**src/rtl/scrambler_lane_if.sv**
```systemverilog
// Symbol handshake bundle between the ordered-set muxer, the lane scrambler and the 8b/10b encoder.
interface scrambler_lane_if;
    logic       in_valid;
    logic       in_ready;
    logic [7:0] in_data;
    logic       in_k;
    logic       out_valid;
    logic       out_ready;
    logic [7:0] out_data;
    logic       out_k;

    modport master (
        output in_valid, in_data, in_k, out_ready,
        input  in_ready, out_valid, out_data, out_k
    );

    modport slave (
        input  in_valid, in_data, in_k, out_ready,
        output in_ready, out_valid, out_data, out_k
    );
endinterface

```
**src/rtl/scrambler_lane_ctrl.sv**
```systemverilog
// Per-lane Gen1/Gen2 scrambler: 16-bit LFSR (x^16+x^5+x^4+x^3+1) sequenced by the symbol
// stream, COM re-seeds, SKP holds, K symbols bypass; single-register output stage.
module scrambler_lane_ctrl #(
    parameter logic [15:0] SEED    = 16'hFFFF,
    parameter logic [7:0]  COM_SYM = 8'hBC,
    parameter logic [7:0]  SKP_SYM = 8'h1C
) (
    input  logic              pclk,
    input  logic              reset,
    input  logic              scramble_en,
    scrambler_lane_if.slave   lane,
    output logic              locked,
    output logic [15:0]       lfsr_state
);

    localparam logic [1:0] ST_DIS      = 2'd0;
    localparam logic [1:0] ST_WAIT_COM = 2'd1;
    localparam logic [1:0] ST_ACTIVE   = 2'd2;

    logic [1:0]  state_q, state_d;
    logic [15:0] lfsr_q, lfsr_d;
    logic        out_valid_q, out_valid_d;
    logic [7:0]  out_data_q, out_data_d;
    logic        out_k_q, out_k_d;

    logic        accept;
    logic        is_com;
    logic        is_skp;
    logic [7:0]  key;

    // Eight serial Galois shifts folded into one cycle.
    function automatic logic [15:0] lfsr_adv8(input logic [15:0] v);
        logic [15:0] r;
        r = v;
        for (int i = 0; i < 8; i++) begin
            r = {r[14:0], r[15]} ^ ({16{r[15]}} & 16'h0038);
        end
        return r;
    endfunction

    always_comb begin
        for (int i = 0; i < 8; i++) begin
            key[i] = lfsr_q[15-i];
        end
    end

    assign lane.in_ready = ~out_valid_q | lane.out_ready;
    assign accept        = lane.in_valid & lane.in_ready;
    assign is_com        = lane.in_k & (lane.in_data == COM_SYM);
    assign is_skp        = lane.in_k & (lane.in_data == SKP_SYM);

    always_comb begin
        state_d     = state_q;
        lfsr_d      = lfsr_q;
        out_valid_d = out_valid_q;
        out_data_d  = out_data_q;
        out_k_d     = out_k_q;

        if (accept) begin
            out_valid_d = 1'b1;
            out_data_d  = lane.in_data;
            out_k_d     = lane.in_k;
        end else if (lane.out_ready) begin
            out_valid_d = 1'b0;
        end

        if (!scramble_en) begin
            state_d = ST_DIS;
            lfsr_d  = SEED;
        end else begin
            case (state_q)
                ST_DIS: begin
                    state_d = ST_WAIT_COM;
                    lfsr_d  = SEED;
                end
                ST_WAIT_COM: begin
                    lfsr_d = SEED;
                    if (accept && is_com) begin
                        state_d = ST_ACTIVE;
                    end
                end
                ST_ACTIVE: begin
                    if (accept) begin
                        if (is_com) begin
                            lfsr_d = SEED;
                        end else if (!is_skp) begin
                            lfsr_d = lfsr_adv8(lfsr_q);
                        end
                        if (!lane.in_k) begin
                            out_data_d = lane.in_data ^ key;
                        end
                    end
                end
                default: begin
                    state_d = ST_DIS;
                    lfsr_d  = SEED;
                end
            endcase
        end
    end

    always_ff @(posedge pclk or posedge reset) begin
        if (reset) begin
            state_q     <= ST_DIS;
            lfsr_q      <= SEED;
            out_valid_q <= 1'b0;
            out_data_q  <= 8'h00;
            out_k_q     <= 1'b0;
        end else begin
            state_q     <= state_d;
            lfsr_q      <= lfsr_d;
            out_valid_q <= out_valid_d;
            out_data_q  <= out_data_d;
            out_k_q     <= out_k_d;
        end
    end

    // Dropping scramble_en takes the lane out of ACTIVE in the same cycle.
    assign locked         = (state_q == ST_ACTIVE) & scramble_en;
    assign lfsr_state     = lfsr_q;
    assign lane.out_valid = out_valid_q;
    assign lane.out_data  = out_data_q;
    assign lane.out_k     = out_k_q;

endmodule

```
**src/flat_wrapper.sv**
```systemverilog
// flat-port wrapper written by rule: the top's interface ports become plain ports
module scrambler_lane_ctrl_flat 
#(
    parameter logic [15:0] SEED    = 16'hFFFF,
    parameter logic [7:0]  COM_SYM = 8'hBC,
    parameter logic [7:0]  SKP_SYM = 8'h1C
)
  (pclk, reset, scramble_en, locked, lfsr_state, lane_in_valid, lane_in_data, lane_in_k, lane_out_ready, lane_in_ready, lane_out_valid, lane_out_data, lane_out_k);
  scrambler_lane_if lane_i ();
  input  logic pclk;
  input  logic reset;
  input  logic scramble_en;
  output logic locked;
  output logic [15:0] lfsr_state;
  input wire logic [$bits(lane_i.in_valid)-1:0] lane_in_valid;
  input wire logic [$bits(lane_i.in_data)-1:0] lane_in_data;
  input wire logic [$bits(lane_i.in_k)-1:0] lane_in_k;
  input wire logic [$bits(lane_i.out_ready)-1:0] lane_out_ready;
  output wire logic [$bits(lane_i.in_ready)-1:0] lane_in_ready;
  output wire logic [$bits(lane_i.out_valid)-1:0] lane_out_valid;
  output wire logic [$bits(lane_i.out_data)-1:0] lane_out_data;
  output wire logic [$bits(lane_i.out_k)-1:0] lane_out_k;
  assign lane_i.in_valid = lane_in_valid;
  assign lane_i.in_data = lane_in_data;
  assign lane_i.in_k = lane_in_k;
  assign lane_i.out_ready = lane_out_ready;
  assign lane_in_ready = lane_i.in_ready;
  assign lane_out_valid = lane_i.out_valid;
  assign lane_out_data = lane_i.out_data;
  assign lane_out_k = lane_i.out_k;
  scrambler_lane_ctrl #(.SEED(SEED), .COM_SYM(COM_SYM), .SKP_SYM(SKP_SYM)) u_core (.pclk(pclk), .reset(reset), .scramble_en(scramble_en), .lane(lane_i), .locked(locked), .lfsr_state(lfsr_state));
endmodule
```
**config.mk**
```make
export PLATFORM = sky130hd
export DESIGN_NAME = scrambler_lane_ctrl_flat
export DESIGN_NICKNAME = d
export VERILOG_FILES = /design/src/rtl/scrambler_lane_if.sv /design/src/rtl/scrambler_lane_ctrl.sv /design/src/flat_wrapper.sv
export SDC_FILE = /design/constraint.sdc
export NUM_CORES = 1
export LEC_CHECK = 0
export ABC_AREA = 1
export ABC_CLOCK_PERIOD_IN_PS = 1700
export CORE_MARGIN = 2
export CORE_UTILIZATION = 28
export CTS_CLUSTER_DIAMETER = 200
export DETAILED_ROUTE_END_ITERATION = 12
export PLACE_DENSITY = 0.48
export SETUP_SLACK_MARGIN = 0.05
export SYNTH_ARGS = -nofsm -noshare
export SYNTH_HDL_FRONTEND = slang
export SYNTH_SLANG_ARGS = --single-unit
```
**constraint.sdc**
```tcl
create_clock -name pclk -period 1.7 [get_ports pclk]
set_input_delay 0.425 -clock pclk [delete_from_list [all_inputs] [get_ports pclk]]
set_output_delay 0.425 -clock pclk [all_outputs]
set_load 0.02 [all_outputs]
```
==> load_flow_metrics.sql <==
INSERT INTO impl_metrics (metric_group, metric, value, unit) VALUES
('layout', 'drive_above_1_share', '17.85', '%'),
('floorplanning', 'floorplan.io_pins', '42', ''),
('worst_setup_path', 'critical_path.cell_chain', 'dlygate4sd2_1', ''),
('route', 'num_vias', '1986', ''),
('clocking', 'cts-htree-levels', '1', ''),
('route', 'drt_iter0_markers', '90', ''),
('worst_setup_path', 'worst_path_arrival', '1190', 'ps'),
('clocking', 'clk_latency', '290', 'ps'),
('sta', 'post-route-min-period', '1611', 'ps'),
('worst_setup_path', 'worstSetupStartpointType', 'flip-flop', ''),
('worst_setup_path', 'crit_buf_inv', '1', ''),
('logic_synthesis', 'synth.net_count', '311', ''),
('run_status', 'status', 'finished clean', ''),
('placement', 'dpl.hpwl', '4.017', 'mm'),
('logic_synthesis', 'ys_ff_latch', '28', ''),
('clocking', 'worst_setup_hold_path_clk_slew', '110', 'ps'),
('sta', 'hold_viol', '0', ''),
('power_and_ir_drop', 'comb_power_share', '18.3', '%'),
('worst_setup_path', 'worstPathRequired', '1270', 'ps'),
('worst_setup_path', 'path_delay_family', 'flip-flops', ''),
('logic_synthesis', 'synth.yosys.seq_area_share', '37.57', '%'),
('placement', 'area_of_placed_instances', '2551', 'um2'),
('power_and_ir_drop', 'peak_supply_drop', '272.7', 'uV'),
('worst_setup_path', 'endpoint_kind', 'output pin', ''),
('power_and_ir_drop', 'fraction_of_power_consumed_by_sequential_logic', '50.2', '%'),
('floorplanning', 'floorplan.die.width', '86.77', 'um'),
('grt', 'grt_overflow', '0', ''),
('floorplanning', 'floorplan.initialDensity', '28.55', '%'),
('worst_setup_path', 'timing.critical_path.slowest_stage_cell', 'sky130_fd_sc_hd__dfstp_2', ''),
('clocking', 'tritoncts_num_sinks', '28', ''),
('grt', 'grt-busiest-layer', 'met2', ''),
('grt', 'use_met2', '25.10', '%'),
('sta', 'setup_viol', '0', ''),
('clocking', 'tritoncts_buffer_count', '3', ''),
('power_and_ir_drop', 'static-leakage-power', '1.349', 'nW'),
('sta', 'slew_viol_final', '0', ''),
('layout', 'leading_cell_type_in_the_layout_fill_and_taps_excluded', 'sky130_fd_sc_hd__nand2_1', ''),
('sta', 'tightest_slew', '383.9', 'ps'),
('layout', 'finish.cell_count_without_fillers', '433', ''),
('grt', 'm1_gr_usage', '23.28', '%'),
('layout', 'n_antenna_cell', '0', ''),
('grt', 'grt.met3_usage', '2.095', '%'),
('sta', 'finClkSkew', '7.267', 'ps'),
('sta', 'setup_repair_after_global_routing_missed_its_margin', 'no', ''),
('clocking', 'clockBufferDepth', '2', ''),
('logic_synthesis', 'synth.cell_area', '1918', 'um2'),
('power_and_ir_drop', 'sw_frac_of_total', '28.25', '%'),
('floorplanning', 'placeable_area', '6719', 'um2'),
('route', 'drt_first_pass_iters', '4', ''),
('route', 'via_per_inst', '4.587', ''),
('clocking', 'root_buffer', 'sky130_fd_sc_hd__clkbuf_8', ''),
('logic_synthesis', 'synth.avg_cell_area', '6.458', 'um2'),
('power_and_ir_drop', 'intPower', '1.024', 'mW'),
('placement', 'globalplace.congestion', '0.8406', ''),
('route', 'drt.antenna.violating_nets', '0', ''),
('grt', 'groute.usage.overall', '16.12', '%'),
('grt', 'first_global_vias', '1976', ''),
('clocking', 'cts_tree', 'yes', ''),
('power_and_ir_drop', 'power_switching', '0.4034', 'mW'),
('sta', 'clock.fmax', '620.9', 'MHz'),
('grt', 'antenna_found_initial', '0', ''),
('power_and_ir_drop', 'share_clk_of_total_power', '31.5', '%'),
('grt', 'first_pass_grt_wire_length', '9.632', 'mm'),
('placement', 'placement.io_buffers', '41', ''),
('power_and_ir_drop', 'power_density', '551.8', 'nW/um2'),
('worst_setup_path', 'cpPeakStageDelay', '570', 'ps'),
('logic_synthesis', 'syn_inst', '297', ''),
('layout', 'area_growth_syn_to_layout', '34.90', '%'),
('layout', 'postLayoutCoreUtil', '38.51', '%'),
('route', 'routedWlPerCell', '12.62', 'um'),
('layout', 'fin_area', '2587', 'um2');
-- cells in the mapped netlist, drive strengths merged --
cell | n | share of area [%]
nor3 | 1 | 0.26
inv | 36 | 7.2
nand2 | 128 | 27
nand3b | 3 | 1.2
or2 | 1 | 0.33
dfstp | 16 | 22
nand3 | 34 | 9.1
nor2 | 28 | 6.0
o211ai | 4 | 1.6
o21ai | 9 | 2.3
nand4 | 3 | 0.98
buf | 13 | 3.8
o21bai | 1 | 0.39
xnor2 | 3 | 1.4
dfrtp | 12 | 16
clkbuf | 1 | 0.20
a21oi | 4 | 1.0
-- metrics by stage --
step / power [mW] / hold slack (ps) / setup TNS, ps / setup WS [ps]
floorplan: 0.8613 / 478.6 / 0 / 348.4
detailed placement: 1.019 / 483.9 / -5631 / -453.7
global placement: 1.017 / 474.9 / -5454 / -453.8
global route: 1.499 / 521.2 / 0 / 56.36
finish: 1.428 / 496.2 / 0 / 89.46
CTS: 1.456 / 506.3 / -44.16 / -15.88
-- routing by layer --
layer | vias to the layer above | part of all wire, %
met1 | 903 | 48
met2 | 52 | 45
met5 | - | 0
met4 | 0 | 1.3
met3 | 7 | 5.4
li1 | 1024 | -
-- sequential cells by signal, summed over array words and instances, names as in the netlist --
register,count
u_core.lane.out_data,8
u_core.lfsr_state,16
u_core.lane.out_valid,1
u_core.state_q,2
u_core.lane.out_k,1
-- worst paths after layout --
| check | startpoint | to | slack [ps] | cells past startpoint |
|---|---|---|---|---|
| max reg2reg | u_core.lfsr_state[13]$_DFFE_PP1P_ | u_core.lfsr_state[8]$_DFFE_PP1P_ | 270 | 10 |
| max | u_core.lfsr_state[4]$_DFFE_PP1P_ | lfsr_state[4] | 90 | 1 |
| max in group asynchronous | reset | u_core.lfsr_state[11]$_DFFE_PP1P_ | 870 | 3 |
| min in group asynchronous | reset | u_core.lane.out_valid$_DFFE_PP0P_ | 510 | 3 |
| min reg2reg | u_core.lane.out_k$_DFFE_PP0P_ | u_core.lane.out_k$_DFFE_PP0P_ | 500 | 2 |
| min | u_core.lane.out_k$_DFFE_PP0P_ | u_core.lane.out_k$_DFFE_PP0P_ | 500 | 2 |
-- power groups by stage --
stage	clock network [mW]	logic [mW]	registers (mW)
CTS	0.474	0.265	0.717
global route	0.488	0.289	0.722
finish	0.450	0.261	0.717
floorplan	0	0.0904	0.771
global placement	0	0.288	0.729
detailed placement	0	0.289	0.730
-- repair_timing --
action | in CTS | in global routing
setup endpoints to repair | 33 | 24
pin swaps | 0 | 1
buffers inserted | 0 | 0
resized for setup | 36 | 10
-- kinds of logic after synthesis --
logic type / synth area share, %
AO/OA/AOI/OAI: 5.349
XOR/XNOR: 1.370
buffers and inverters: 11.22
flip-flops: 37.57
AND/OR/NAND/NOR: 44.49
-- cell type report --
cell class | instances | area (um2)
Timing Repair Buffer | 66 | 584.3
Inverter | 36 | 137.6
Sequential cell | 28 | 720.7
Tap cell | 80 | 100.1
Fill cell | 730 | 4131
Multi-Input combinational cell | 219 | 989.7
Clock buffer | 4 | 55.05
Power figures use the tool's default switching activity.
